[src/rtl/pipeline_hazard_ctrl.sv]
// Stall/flush sequencer for the 5-stage pipeline plus saturating hazard/miss counters.
// Control outputs are combinational (zero latency); state, counters and miss latency register on clk.
module pipeline_hazard_ctrl #(
    parameter int CNT_W = 32,
    parameter int LAT_W = 16
) (
    input  logic             clk,
    input  logic             reset,
    input  logic [4:0]       id_rs1,
    input  logic [4:0]       id_rs2,
    input  logic             id_use_rs1,
    input  logic             id_use_rs2,
    input  logic [4:0]       ex_rd,
    input  logic             ex_lw,
    input  logic             ex_redirect,
    input  logic             mem_access,
    input  logic             dc_hit,
    input  logic             dc_fill_done,
    input  logic             cnt_clear,
    output logic             pc_en,
    output logic             if_id_en,
    output logic             id_ex_en,
    output logic             ex_mem_en,
    output logic             if_id_flush,
    output logic             id_ex_flush,
    output logic             mem_wb_flush,
    output logic             frozen,
    output logic [CNT_W-1:0] cnt_stall,
    output logic [CNT_W-1:0] cnt_flush,
    output logic [CNT_W-1:0] cnt_loaduse,
    output logic [CNT_W-1:0] cnt_miss,
    output logic [LAT_W-1:0] last_miss_lat
);

    typedef enum logic {
        ST_RUN      = 1'b0,
        ST_MEM_WAIT = 1'b1
    } state_t;

    state_t           r_state;
    logic             r_frozen;
    logic [LAT_W-1:0] r_lat;
    logic [CNT_W-1:0] r_cnt_stall;
    logic [CNT_W-1:0] r_cnt_flush;
    logic [CNT_W-1:0] r_cnt_loaduse;
    logic [CNT_W-1:0] r_cnt_miss;
    logic [LAT_W-1:0] r_last_miss_lat;

    logic w_miss_now;
    logic w_freeze;
    logic w_rs1_match;
    logic w_rs2_match;
    logic w_loaduse;
    logic w_redirect_app;
    logic w_loaduse_app;
    logic w_fill_exit;

    function automatic logic [CNT_W-1:0] f_sat_cnt(input logic [CNT_W-1:0] v);
        return (&v) ? v : v + CNT_W'(1);
    endfunction

    function automatic logic [LAT_W-1:0] f_sat_lat(input logic [LAT_W-1:0] v);
        return (&v) ? v : v + LAT_W'(1);
    endfunction

    // A miss freezes the pipe in the very cycle it is seen, before the FSM has moved.
    assign w_miss_now  = (r_state == ST_RUN) && mem_access && !dc_hit;
    assign w_freeze    = (r_state == ST_MEM_WAIT) || w_miss_now;
    assign w_fill_exit = (r_state == ST_MEM_WAIT) && dc_fill_done;

    // ex_rd==0 is excluded: bubbles carry rd=0 and must never stall.
    assign w_rs1_match = id_use_rs1 && (id_rs1 == ex_rd);
    assign w_rs2_match = id_use_rs2 && (id_rs2 == ex_rd);
    assign w_loaduse   = ex_lw && (ex_rd != 5'd0) && (w_rs1_match || w_rs2_match);

    assign w_redirect_app = ex_redirect && !w_freeze;
    assign w_loaduse_app  = w_loaduse && !w_freeze && !ex_redirect;

    always_comb begin
        pc_en        = 1'b1;
        if_id_en     = 1'b1;
        id_ex_en     = 1'b1;
        ex_mem_en    = 1'b1;
        if_id_flush  = 1'b0;
        id_ex_flush  = 1'b0;
        mem_wb_flush = 1'b0;
        if (!reset) begin
            if (w_freeze) begin
                pc_en        = 1'b0;
                if_id_en     = 1'b0;
                id_ex_en     = 1'b0;
                ex_mem_en    = 1'b0;
                mem_wb_flush = 1'b1;
            end else if (ex_redirect) begin
                if_id_flush = 1'b1;
                id_ex_flush = 1'b1;
            end else if (w_loaduse) begin
                pc_en       = 1'b0;
                if_id_en    = 1'b0;
                id_ex_flush = 1'b1;
            end
        end
    end

    // The latency counter already includes the RUN cycle that detected the miss.
    always_ff @(posedge clk or posedge reset) begin
        if (reset) begin
            r_state  <= ST_RUN;
            r_frozen <= 1'b0;
            r_lat    <= '0;
        end else begin
            case (r_state)
                ST_RUN: begin
                    if (w_miss_now) begin
                        r_state  <= ST_MEM_WAIT;
                        r_frozen <= 1'b1;
                        r_lat    <= LAT_W'(1);
                    end
                end
                ST_MEM_WAIT: begin
                    r_lat <= f_sat_lat(r_lat);
                    if (dc_fill_done) begin
                        r_state  <= ST_RUN;
                        r_frozen <= 1'b0;
                    end
                end
                default: begin
                    r_state  <= ST_RUN;
                    r_frozen <= 1'b0;
                end
            endcase
        end
    end

    always_ff @(posedge clk or posedge reset) begin
        if (reset) begin
            r_cnt_stall     <= '0;
            r_cnt_flush     <= '0;
            r_cnt_loaduse   <= '0;
            r_cnt_miss      <= '0;
            r_last_miss_lat <= '0;
        end else if (cnt_clear) begin
            r_cnt_stall     <= '0;
            r_cnt_flush     <= '0;
            r_cnt_loaduse   <= '0;
            r_cnt_miss      <= '0;
            r_last_miss_lat <= '0;
        end else begin
            if (w_freeze || w_loaduse_app)
                r_cnt_stall <= f_sat_cnt(r_cnt_stall);
            if (w_redirect_app)
                r_cnt_flush <= f_sat_cnt(r_cnt_flush);
            if (w_loaduse_app)
                r_cnt_loaduse <= f_sat_cnt(r_cnt_loaduse);
            if (w_miss_now)
                r_cnt_miss <= f_sat_cnt(r_cnt_miss);
            // The exit cycle itself is frozen, so it is added to the running count.
            if (w_fill_exit)
                r_last_miss_lat <= f_sat_lat(r_lat);
        end
    end

    assign frozen        = r_frozen;
    assign cnt_stall     = r_cnt_stall;
    assign cnt_flush     = r_cnt_flush;
    assign cnt_loaduse   = r_cnt_loaduse;
    assign cnt_miss      = r_cnt_miss;
    assign last_miss_lat = r_last_miss_lat;

endmodule

[config.mk]
export PLATFORM = sky130hd
export DESIGN_NAME = pipeline_hazard_ctrl
export DESIGN_NICKNAME = d
export VERILOG_FILES = /design/src/rtl/pipeline_hazard_ctrl.sv
export SDC_FILE = /design/constraint.sdc
export NUM_CORES = 1
export LEC_CHECK = 0
export ABC_CLOCK_PERIOD_IN_PS = 6600
export BUFFER_PORTS_ARGS = -buffer_cell sky130_fd_sc_hd__buf_2
export CORE_UTILIZATION = 56
export DETAILED_ROUTE_END_ITERATION = 6
export GPL_TIMING_DRIVEN = 0
export PLACE_DENSITY = 0.86
export SLEW_MARGIN = 10
export SYNTH_ARGS = -nofsm -noshare
export SYNTH_HDL_FRONTEND = slang
export SYNTH_SLANG_ARGS = --single-unit
[constraint.sdc]
create_clock -name clk -period 6.6 [get_ports clk]
set_input_delay 0.99 -clock clk [delete_from_list [all_inputs] [get_ports clk]]
set_output_delay 0.99 -clock clk [all_outputs]
set_load 0.02 [all_outputs]
==> results of run 1 <==
[layer usage]
metal	share of wire, %	GRT usage (%)	vias up
li1	-	-	3898
met1	41	36.66	4068
met2	48	49.46	337
met3	7.3	7.888	56
met4	3.2	12.94	0
met5	0	0	-
[tightest hold or removal path, delay by kind of cell, from the launching register on]
kind	cells	cell delay (ps)
DFF	1	350
and+or+nand+nor	2	100
[flip-flops by register name (all words and copies together), names as in the netlist]
| register | count |
|---|---|
| cnt_flush | 32 |
| cnt_loaduse | 32 |
| cnt_miss | 32 |
| cnt_stall | 32 |
| frozen | 1 |
| last_miss_lat | 16 |
| r_lat | 16 |
| r_state | 1 |
[metrics by stage]
step | setup slack, ps | power [mW] | area, um2 | hold WS (ps)
2_1_floorplan | 1320 | 1.284 | 8855 | 488.4
3_3_place_gp | 302.3 | 1.374 | 10000 | 445.9
3_5_place_dp | 2484 | 1.392 | 10080 | 457.8
4_1_cts | 2484 | 2.285 | 10620 | 472.7
5_1_grt | 2340 | 2.365 | 10620 | 498.3
6_report | 2469 | 2.281 | 10620 | 474.2
[cell usage after synthesis, drive strengths merged (8+ instances only)]
cell type	instances
and3	15
nand4	52
xnor2	43
dfrtp	162
nor4	27
or4	26
or3	34
nand2	81
buf	15
a21oi	71
nor3	15
nor2	100
nor2b	13
o21ai	55
mux2i	8
inv	23
clkbuf	32
xor2	38
nand3	65
and4	10
o31ai	19
[placed cells by master, fill, tap and decap left out, drive strengths merged, types with 2 or more instances in the layout]
| cell | Yosys | final |
|---|---|---|
| nor3 | 15 | 15 |
| a31oi | 5 | 5 |
| nand2 | 81 | 81 |
| a21oi | 71 | 71 |
| clkinv | 0 | 9 |
| nand3b | 3 | 3 |
| nor2 | 100 | 100 |
| or3 | 34 | 34 |
| o22ai | 3 | 3 |
| inv | 23 | 26 |
| dfrtp | 162 | 162 |
| mux2 | 6 | 6 |
| or2 | 2 | 2 |
| xnor2 | 43 | 43 |
| o31ai | 19 | 19 |
| mux2i | 8 | 8 |
| nand4 | 52 | 52 |
| clkinvlp | 0 | 3 |
| nor4 | 27 | 27 |
| and4 | 10 | 10 |
| a22o | 5 | 5 |
| a211oi | 3 | 3 |
| clkbuf | 32 | 49 |
| buf | 15 | 195 |
| nand3 | 65 | 65 |
| ha | 5 | 5 |
| nor2b | 13 | 13 |
| or4 | 26 | 26 |
| nor3b | 5 | 5 |
| xor2 | 38 | 38 |
| o2111ai | 2 | 2 |
| o21ai | 55 | 55 |
| a21o | 3 | 3 |
| and2 | 5 | 5 |
| and3 | 15 | 15 |
[layout make-up]
class | instances | area, um2 | area share, %
timing repair buffer | 180 | 960.9 | 9.052
clock buffer | 17 | 425.4 | 4.008
buffer | 47 | 240.2 | 2.263
inverter | 23 | 90.09 | 0.8487
tap | 211 | 264.0 | 2.487
clock inverter | 15 | 110.1 | 1.037
multi-input combinational | 729 | 4471 | 42.11
sequential | 162 | 4054 | 38.19
[power groups by stage]
stage	Clock, mW	Combinational, mW	Sequential [mW]
after global placement	0	0.307	1.07
after CTS	0.911	0.324	1.05
final	0.907	0.324	1.05
after floorplan	0	0.204	1.08
after global routing	0.958	0.353	1.05
after detailed placement	0	0.323	1.07
[cells by family (layout without fill, tap and decap cells)]
logic type | count (synthesis) | in the layout
AO/OA/AOI/OAI | 174 | 174
XOR/XNOR | 81 | 81
adder cells (fa/ha/maj) | 5 | 5
buffers and inverters | 70 | 282
flip-flops | 162 | 162
multiplexers | 14 | 14
AND/OR/NAND/NOR | 455 | 455
[worst paths after layout]
kind                                              start                            end  slack [ps]  cells past startpoint
max in group asynchronous                         reset      cnt_flush[26]$_DFFE_PP0P_        5040                      4
min in group asynchronous                         reset  last_miss_lat[13]$_DFFE_PP0P_         700                      2
min                        last_miss_lat[6]$_DFFE_PP0P_   last_miss_lat[6]$_DFFE_PP0P_         470                      2
max reg2reg                           r_state$_DFF_PP0_       cnt_miss[31]$_DFFE_PP0P_        3700                      7
max                                            ex_rd[0]                          pc_en        2470                      8
min reg2reg                last_miss_lat[6]$_DFFE_PP0P_   last_miss_lat[6]$_DFFE_PP0P_         470                      2
==> run metrics, run 1 <==
status=completed; actual slew at the worst max-slew pin=749.6 ps; Switching Fraction=29.27%; starting density of the core=57.79%; simple-gate share of the synthesized area=28.33%; H-Tree Depth=4; Layout Skew=10.50 ps; CP delay by family, top=buffers and inverters; worst-skew pair later-pin latency=440 ps; Area growth, synth to finish=19.93%; Int Power=1.614 mW; sequential area share after synthesis=45.80%; proportion of layout cells with a drive suffix above 1=22.51%; post-DR vias/cell=6.040; vias=8359; mapped cell area=8851 um2; maximum vdd drop=slightly below 0.2 mV; Layout Nets=1190; residual DRC count=0; area of the core=15310 um2; Setup Buffers After CTS=0; power density cells=214.9 nW/um2; max-slew violations=0; routability cong.=0.9022; first-pass GRT wire length=38280 um; Synth Area in Adders=less than 1%; synth top area cells=dfrtp_1 (46%), xnor2_1 (4.3%), nor2_1 (4.2%); CTS Hold Buffers Added=0; RSZ-0062 raised after global routing=no; minimum clock period=4131 ps; Die ar.=~16000 um2; antenna violations before repair=0; CP required=5610 ps; crit-path cells=buf_2, nor4_2, a211oi_4, a21oi_1, clkbuf_1, or2_2, buf_4, buf_2; Period Utilization, post-route=62.59%; Seq cells post-synth=162; Syn Area/Cell=9.210 um2; EDFF count, synth=0; Synth Instances=961; final wirelength=23660 um; Netlist cell types=65; setup_tns=0 ps; clock network fraction of design power=39.8%; yosys warns=0; height of the die=about 130 um; GRT overflow=0; Main synth FF type=dfrtp_1; CP Capture Type=output pin; Antenna Nets Post-Route=0; final core occ=69.31%; Root Driver=clkbuf_16; CTS tree=built; cts bufs inserted=17; I/O Pins=around 180; Initial DRC Count=a little under 600; DPL Wire Length=17050 um; clk buf depth=2; largest family of logic cells by synthesized area=simple AND/OR/NAND/NOR gates; largest net degree at the start of global routing=38; Slew headroom=49.57%; WP buf/inv=4; gr usage total=29.78%; Setup CP Type=input pin to output pin; Worst path max stage delay=580 ps; Critical Path AT=3140 ps; non-filler cells, final=1384; post-synthesis compound-gate area fraction=a little under an eighth; xor-xnor portion of the synthesized cell area=under 10%; Pleak=4.783 nW; post-synthesis async set-or-reset flop share=between 90% and 100%; Worst-path clk slew=roughly 70 ps; endpoints failing hold=0; vias in the first global route=7825; FP Rows=45; slowest stage cell, crit path=a21oi_1; logic gate share of total power=14.2%; Detailed Routing Iterations Pass 1=5; Net Switching=0.6676 mW; mux share of post-synthesis cell area=under 10%; routed len/inst=17.09 um; Synth Net Count=~1000; max-cap violations=0; Inserted Diodes=0; Final Setup Violations=0; share of the synthesized area in the top cell type=45.80%; cell taking the most area after synthesis=dfrtp_1; FMAX=0.2421 GHz; Hold Path Class=flip-flop to flip-flop; total of fill cells in the finished design=around 1300; most used cell, CP=buf_2; Max Fanout on Critical Path=10; # resized after CTS=0; Die X=127.7 um; CP startpoint kind=input pin; Sink Count=162; I/O Buffers=176; sequential share of power=46.0%; dpl cells=1352
(Power assumes the default switching activity.)
==> inputs of run 2 (changes only) <==
--- a/config.mk
+++ b/config.mk
@@ -5,7 +5,7 @@
 export SDC_FILE = /design/constraint.sdc
 export NUM_CORES = 1
 export LEC_CHECK = 0
-export ABC_CLOCK_PERIOD_IN_PS = 6600
+export ABC_CLOCK_PERIOD_IN_PS = 3920
 export BUFFER_PORTS_ARGS = -buffer_cell sky130_fd_sc_hd__buf_2
 export CORE_UTILIZATION = 56
 export DETAILED_ROUTE_END_ITERATION = 6
==> constraint.sdc (replaced) <==
create_clock -name clk -period 3.92 [get_ports clk]
set_input_delay 0.588 -clock clk [delete_from_list [all_inputs] [get_ports clk]]
set_output_delay 0.588 -clock clk [all_outputs]
set_load 0.02 [all_outputs]
==> run 2 against run 1 <==
Net effect: count of clock-buffer cells in the layout is 1 higher; sequential power rose by 69%; sequential share of layout area is 0.29 points lower; wire length increased by 1.5%; first-iteration DRC count rose by 36%; die area is the same; setup slack worse by 1900 ps; non-clock buffer count up 1; register-to-register slack got worse by 2800 ps.
==> run metrics, run 2 (synthesized netlist as in run 1, its figures left out) <==
endpoints failing hold=0 (unchanged); grt met1 use=38.71% (was 36.66%); Critical Path AT=2750 ps (was 3140 ps); FMAX=0.2994 GHz; Setup CP Type=flip-flop to output pin (was input pin to output pin); minimum clock period=3340 ps; Root Driver=clkbuf_16 (unchanged); post-DR vias/cell=6.051 (was 6.040); FP Rows=45 (unchanged); CP Capture Type=output pin (unchanged); GRT overflow=0 (unchanged); Max Fanout on Critical Path=10 (unchanged); Final Setup Violations=0 (unchanged); gr usage total=30.55% (was 29.78%); power density cells=367.8 nW/um2 (was 214.9 nW/um2); Hold WS=334.5 ps (was 474.2 ps); Die X=127.7 um (unchanged); Period Utilization, post-route=85.20%; setup_tns=0 ps (unchanged); area of the core=15310 um2 (unchanged); post-layout instance area=10700 um2 (was 10620 um2); logic gate share of total power=14.1% (was 14.2%); final core occ=69.84% (was 69.31%); actual slew at the worst max-slew pin=796.3 ps (was 749.6 ps); Inserted Diodes=0 (unchanged); Initial DRC Count=795 (was 586); area occupied by multi-input gates=4471 um2 (unchanged); Detailed Routing Iterations Pass 1=5 (unchanged); most common cell after layout, fill and taps aside=buf_2 (unchanged); worst-skew pair later-pin latency=430 ps (was 440 ps); Antenna Nets Post-Route=0 (unchanged); M3 GR Usage=6.594% (was 7.888%); residual DRC count=0 (unchanged); starting density of the core=57.79% (unchanged); GR Util met2=50.99% (was 49.46%); RSZ-0062 raised after global routing=no (unchanged); worst setup margin=580.2 ps (was 2469 ps); Hold Path Class=input pin to asynchronous set/reset pin (was flip-flop to flip-flop); first-pass GRT wire length=38960 um (was 38280 um); DPL Wire Length=17400 um (was 17050 um); Seq. cell area=4054 um2 (unchanged); status=completed (unchanged); clock network fraction of design power=40.8% (was 39.8%); Pleak=4.812 nW (was 4.783 nW); sequential share of power=45.1% (was 46.0%); Worst path max stage delay=510 ps (was 580 ps); Switching Fraction=28.67% (was 29.27%); I/O Pins=177 (unchanged); antenna violations before repair=0 (unchanged); CTS Hold Buffers Added=0 (unchanged); Setup Buffers After CTS=0 (unchanged); Slew headroom=46.80% (was 49.57%); Layout Nets=1191 (was 1190); H-Tree Depth=4 (unchanged); Sink Count=162 (unchanged); clk buf depth=2 (unchanged); Layout Skew=8.558 ps (was 10.50 ps); Area growth, synth to finish=20.85% (was 19.93%); height of the die=127.7 um (unchanged); max-cap violations=0 (unchanged); CP startpoint kind=flip-flop (was input pin); crit-path cells=inv_1, nand2_1, clkbuf_8, a21oi_1, clkbuf_1, or2_2, buf_4, buf_2 (was buf_2, nor4_2, a211oi_4, a21oi_1, clkbuf_1, or2_2, buf_4, buf_2); placed cell areas=10120 um2 (was 10080 um2); CP required=3330 ps (was 5610 ps); I/O Buffers=176 (unchanged); routability cong.=0.8605 (was 0.9022); maximum vdd drop=0.2905 mV (was 0.1928 mV); routed len/inst=17.35 um (was 17.09 um); pre-CTS setup slack=644.7 ps (was 2484 ps); vias in the first global route=7774 (was 7825); total of fill cells in the finished design=1228 (was 1255); largest net degree at the start of global routing=36 (was 38); most frequent cells in the layout=buf_2 (184), dfrtp_1 (162), nor2_1 (99) (unchanged); max-slew violations=0 (unchanged); # resized after CTS=0 (unchanged); Worst-path clk slew=70 ps (about the same); cts bufs inserted=17 (unchanged); Die ar.=16310 um2 (unchanged); CTS tree=built (unchanged); Int Power=2.806 mW (was 1.614 mW); Net Switching=1.128 mW (was 0.6676 mW); GRT Max-Usage Layer=met2 (unchanged); final wirelength=24020 um (was 23660 um); slowest stage cell, crit path=a21oi_1 (unchanged); proportion of layout cells with a drive suffix above 1=22.57% (was 22.51%); vias=8380 (was 8359)
[run 2: cell types whose count changed in the layout (fill, tap and decap cells not counted)]
cell / change
clkinv_2: -3
inv_8: +1
buf_12: -2
clkinvlp_4: +1
clkbuf_8: +1
bufinv_16: +1
buf_16: +3
clkinv_4: +3
inv_6: -4
[run 2: final timing paths]
kind	from	endpoint	slack (ps)	depth (start not counted)
hold reg to reg	last_miss_lat[4]$_DFFE_PP0P_	last_miss_lat[4]$_DFFE_PP0P_	480	2
min in group clk	dc_fill_done	r_state$_DFF_PP0_	400	2
setup reg to reg	r_state$_DFF_PP0_	cnt_miss[25]$_DFFE_PP0P_	860	7
max in group asynchronous	reset	cnt_miss[10]$_DFFE_PP0P_	2390	6
setup / recovery	r_state$_DFF_PP0_	pc_en	580	8
hold / removal	reset	last_miss_lat[13]$_DFFE_PP0P_	330	2
[run 2: final cells by class]
class	instances	share of cell area, %
repair buffers	181	9.381
clock inverters	14	1.263
flip-flops and latches	162	37.90
clock buffers	18	4.106
multi-input cells	729	41.79
inverters	23	0.8422
well taps	211	2.468
plain buffers	47	2.246
[run 2: power by group through the flow]
stage / Sequential, mW / Combinational [mW] / Clock (mW)
after floorplan: 1.82 / 0.343 / 0
after global placement: 1.80 / 0.519 / 0
after detailed placement: 1.80 / 0.549 / 0
after CTS: 1.77 / 0.556 / 1.62
after global routing: 1.78 / 0.607 / 1.69
final: 1.77 / 0.555 / 1.61
[run 2: worst max-delay path, delay by kind of cell, from the launching register on]
family	cells	cell delay, ps
AOI/OAI and AO/OA	1	510
DFF	1	410
and+or+nand+nor	2	350
buffers and inverters	5	1050
[run 2: per-layer routing]
| layer | part of all wire (%) | vias up |
|---|---|---|
| li1 | - | 3896 |
| met2 | 49 | 351 |
| met1 | 41 | 4077 |
| met4 | 2.7 | 0 |
| met5 | 0 | - |
| met3 | 7.3 | 56 |
[run 2: through the flow]
step,cells,power (mW)
global route,1385,4.078
finish,1385,3.934
detailed placement,1353,2.350
CTS,1385,3.950
floorplan,961,2.162
global placement,1348,2.315
==> inputs of run 3 (changes only) <==
--- a/config.mk
+++ b/config.mk
@@ -7,10 +7,12 @@
 export LEC_CHECK = 0
 export ABC_CLOCK_PERIOD_IN_PS = 3920
 export BUFFER_PORTS_ARGS = -buffer_cell sky130_fd_sc_hd__buf_2
-export CORE_UTILIZATION = 56
+export CELL_PAD_IN_SITES_DETAIL_PLACEMENT = 1
+export CELL_PAD_IN_SITES_GLOBAL_PLACEMENT = 1
+export CORE_UTILIZATION = 42
 export DETAILED_ROUTE_END_ITERATION = 6
 export GPL_TIMING_DRIVEN = 0
-export PLACE_DENSITY = 0.86
+export PLACE_DENSITY = 0.85
 export SLEW_MARGIN = 10
 export SYNTH_ARGS = -nofsm -noshare
 export SYNTH_HDL_FRONTEND = slang
==> run 3 against run 2 <==
Net effect: core utilization fell by 17 points; via count rose by 0.23%; register-to-register slack improved by 30 ps; clock skew rose by 3.3 ps; sequential power barely moved; cell area rose by 0.22%; first-iteration DRC count fell by 43%; clock power barely moved; critical endpoint unchanged; largest cell class unchanged; largest power group unchanged.
==> run metrics, run 3 (synthesized netlist as in run 1, its figures left out) <==
status=completed (unchanged); FF-to-FF Start=r_state$_DFF_PP0_ (unchanged); Critical Path AT=3190 ps (was 2750 ps); residual DRC count=0 (unchanged); Hold Path Class=input pin to asynchronous set/reset pin (unchanged); clock network fraction of design power=40.3% (was 40.8%); Inserted Diodes=0 (unchanged); starting density of the core=43.32% (was 57.79%); dpl cells=1412 (was 1353); vias=8399 (was 8380); Die X=147.2 um (was 127.7 um); antenna violations before repair=0 (unchanged); routed len/inst=19.24 um (was 17.35 um); Crit. Startpoint=ex_rd[1] (was r_state$_DFF_PP0_); Sink Count=162 (unchanged); Final Power=3.917 mW (was 3.934 mW); Int Power=2.740 mW (was 2.806 mW); height of the die=147.2 um (was 127.7 um); Switching Fraction=30.04% (was 28.67%); GRT Max-Usage Layer=met2 (unchanged); CP startpoint kind=input pin (was flip-flop); Die ar.=21660 um2 (was 16310 um2); slowest stage cell, crit path=o22ai_2 (was a21oi_1); Max Fanout on Critical Path=10 (unchanged); post-DR vias/cell=5.816 (was 6.051); CP delay by family, top=compound AO/OA/AOI/OAI gates (was buffers and inverters); CTS tree=built (unchanged); FMAX=0.2644 GHz (was 0.2994 GHz); Layout Nets=1191 (unchanged); I/O Buffers=176 (unchanged); RSZ-0062 raised after global routing=no (unchanged); power density cells=365.4 nW/um2 (was 367.8 nW/um2); Worst R2R Path Depth=7 (unchanged); Setup Buffers After CTS=0 (unchanged); Setup CP Type=input pin to output pin (was flip-flop to output pin); # resized after CTS=0 (unchanged); logic gate share of total power=14.4% (was 14.1%); final core occ=52.47% (was 69.84%); Antenna Nets Post-Route=0 (unchanged); vias in the first global route=8847 (was 7774); H-Tree Depth=4 (unchanged); GRT overflow=0 (unchanged); largest net degree at the start of global routing=33 (was 36); endpoints failing hold=0 (unchanged); total of fill cells in the finished design=2475 (was 1228); most common cell after layout, fill and taps aside=buf_2 (unchanged); non-filler cells, final=1444 (was 1385); CP Capture Type=output pin (unchanged); max-cap violations=0 (unchanged); Worst path max stage delay=430 ps (was 510 ps); r2r endpoint=cnt_miss[29]$_DFFE_PP0P_ (was cnt_miss[25]$_DFFE_PP0P_); routability cong.=0.8357 (was 0.8605); actual slew at the worst max-slew pin=804.4 ps (was 796.3 ps); first-pass GRT wire length=46130 um (was 38960 um); final wirelength=27790 um (was 24020 um); Worst-path clk slew=70 ps (about the same); most used cell, CP=buf_2; most frequent cells in the layout=buf_2 (184), dfrtp_1 (162), nor2_1 (99) (unchanged); GR Util met2=45.17% (was 50.99%); DPL Wire Length=20290 um (was 17400 um); Area growth, synth to finish=21.12% (was 20.85%); M3 GR Usage=5.994% (was 6.594%); gr usage total=26.63% (was 30.55%); CP required=3330 ps (about the same); Pleak=4.781 nW (was 4.812 nW); max-slew violations=0 (unchanged); cts bufs inserted=17 (unchanged); proportion of layout cells with a drive suffix above 1=22.49% (was 22.57%); Layout Skew=11.83 ps (was 8.558 ps); FP Rows=52 (was 45); Initial DRC Count=455 (was 795); reg-to-reg slack, setup=890 ps (was 860 ps); crit-path cells=buf_2, xnor2_1, nand4_1, o22ai_2, a21oi_1, clkbuf_1, or2_2, buf_4, buf_2 (was inv_1, nand2_1, clkbuf_8, a21oi_1, clkbuf_1, or2_2, buf_4, buf_2); Detailed Routing Iterations Pass 1=4 (was 5); Period Utilization, post-route=96.49% (was 85.20%); Net Switching=1.176 mW (was 1.128 mW); Slew headroom=46.37% (was 46.80%); Root Driver=clkbuf_16 (unchanged); clk buf depth=2 (unchanged); grt met1 use=33.90% (was 38.71%); area of the core=20430 um2 (was 15310 um2); I/O Pins=177 (unchanged); maximum vdd drop=0.3090 mV (was 0.2905 mV); CTS Hold Buffers Added=0 (unchanged); WP buf/inv=4 (was 5); Final Setup Violations=0 (unchanged); worst-skew pair later-pin latency=430 ps (about the same); sequential share of power=45.2% (was 45.1%); minimum clock period=3782 ps (was 3340 ps)
==> run 3: cell types whose count changed in the layout (fill, tap and decap cells not counted), sizes merged <==
| cell | previous run | this run |
|---|---|---|
| inv | 23 | 25 |
| clkinv | 9 | 5 |
| bufinv | 1 | 0 |
| clkbuf | 50 | 51 |
| clkinvlp | 4 | 6 |
==> run 3: per-stage QoR <==
step	setup slack, ps	instance area (um2)	hold slack [ps]	setup TNS (ps)
detailed placement	245.1	10170	466.5	0
floorplan	-556.1	8855	488.4	-1405
finish	137.7	10720	298.0	0
global route	101.6	10720	341.5	0
CTS	213.0	10720	302.5	0
global placement	-1700	10070	444.1	-4925
==> run 3: power by group through the flow <==
| stage | registers [mW] | logic, mW | clock network (mW) |
|---|---|---|---|
| final | 1.77 | 0.566 | 1.58 |
| after CTS | 1.77 | 0.572 | 1.60 |
| after detailed placement | 1.80 | 0.569 | 0 |
| after floorplan | 1.82 | 0.343 | 0 |
| after global placement | 1.80 | 0.536 | 0 |
| after global routing | 1.78 | 0.623 | 1.67 |
==> run 3: worst max-delay path by stage <==
| stage | end | slack, ps | cells past startpoint |
|---|---|---|---|
| 6_report | pc_en | 140 | 9 |
| 5_1_grt | pc_en | 100 | 8 |
| 4_1_cts | pc_en | 210 | 9 |
| 3_5_place_dp | pc_en | 250 | 9 |
| 3_3_place_gp | id_ex_en | -1700 | 5 |
| 2_1_floorplan | id_ex_en | -560 | 3 |
==> run 3: cell type report <==
cell class	instances	area, um2	area share (%)
clock inverter	13	103.9	0.9687
timing repair buffer	181	980.9	9.150
inverter	23	90.09	0.8403
clock buffer	19	442.9	4.132
tap	270	337.8	3.151
multi-input combinational	729	4471	41.70
buffer	47	240.2	2.241
sequential	162	4054	37.82
==> run 3: per-layer routing <==
metal,vias up,part of all wire [%]
li1,3883,-
met1,4274,43
met2,206,50
met3,36,5.2
met4,0,1.8
met5,-,0
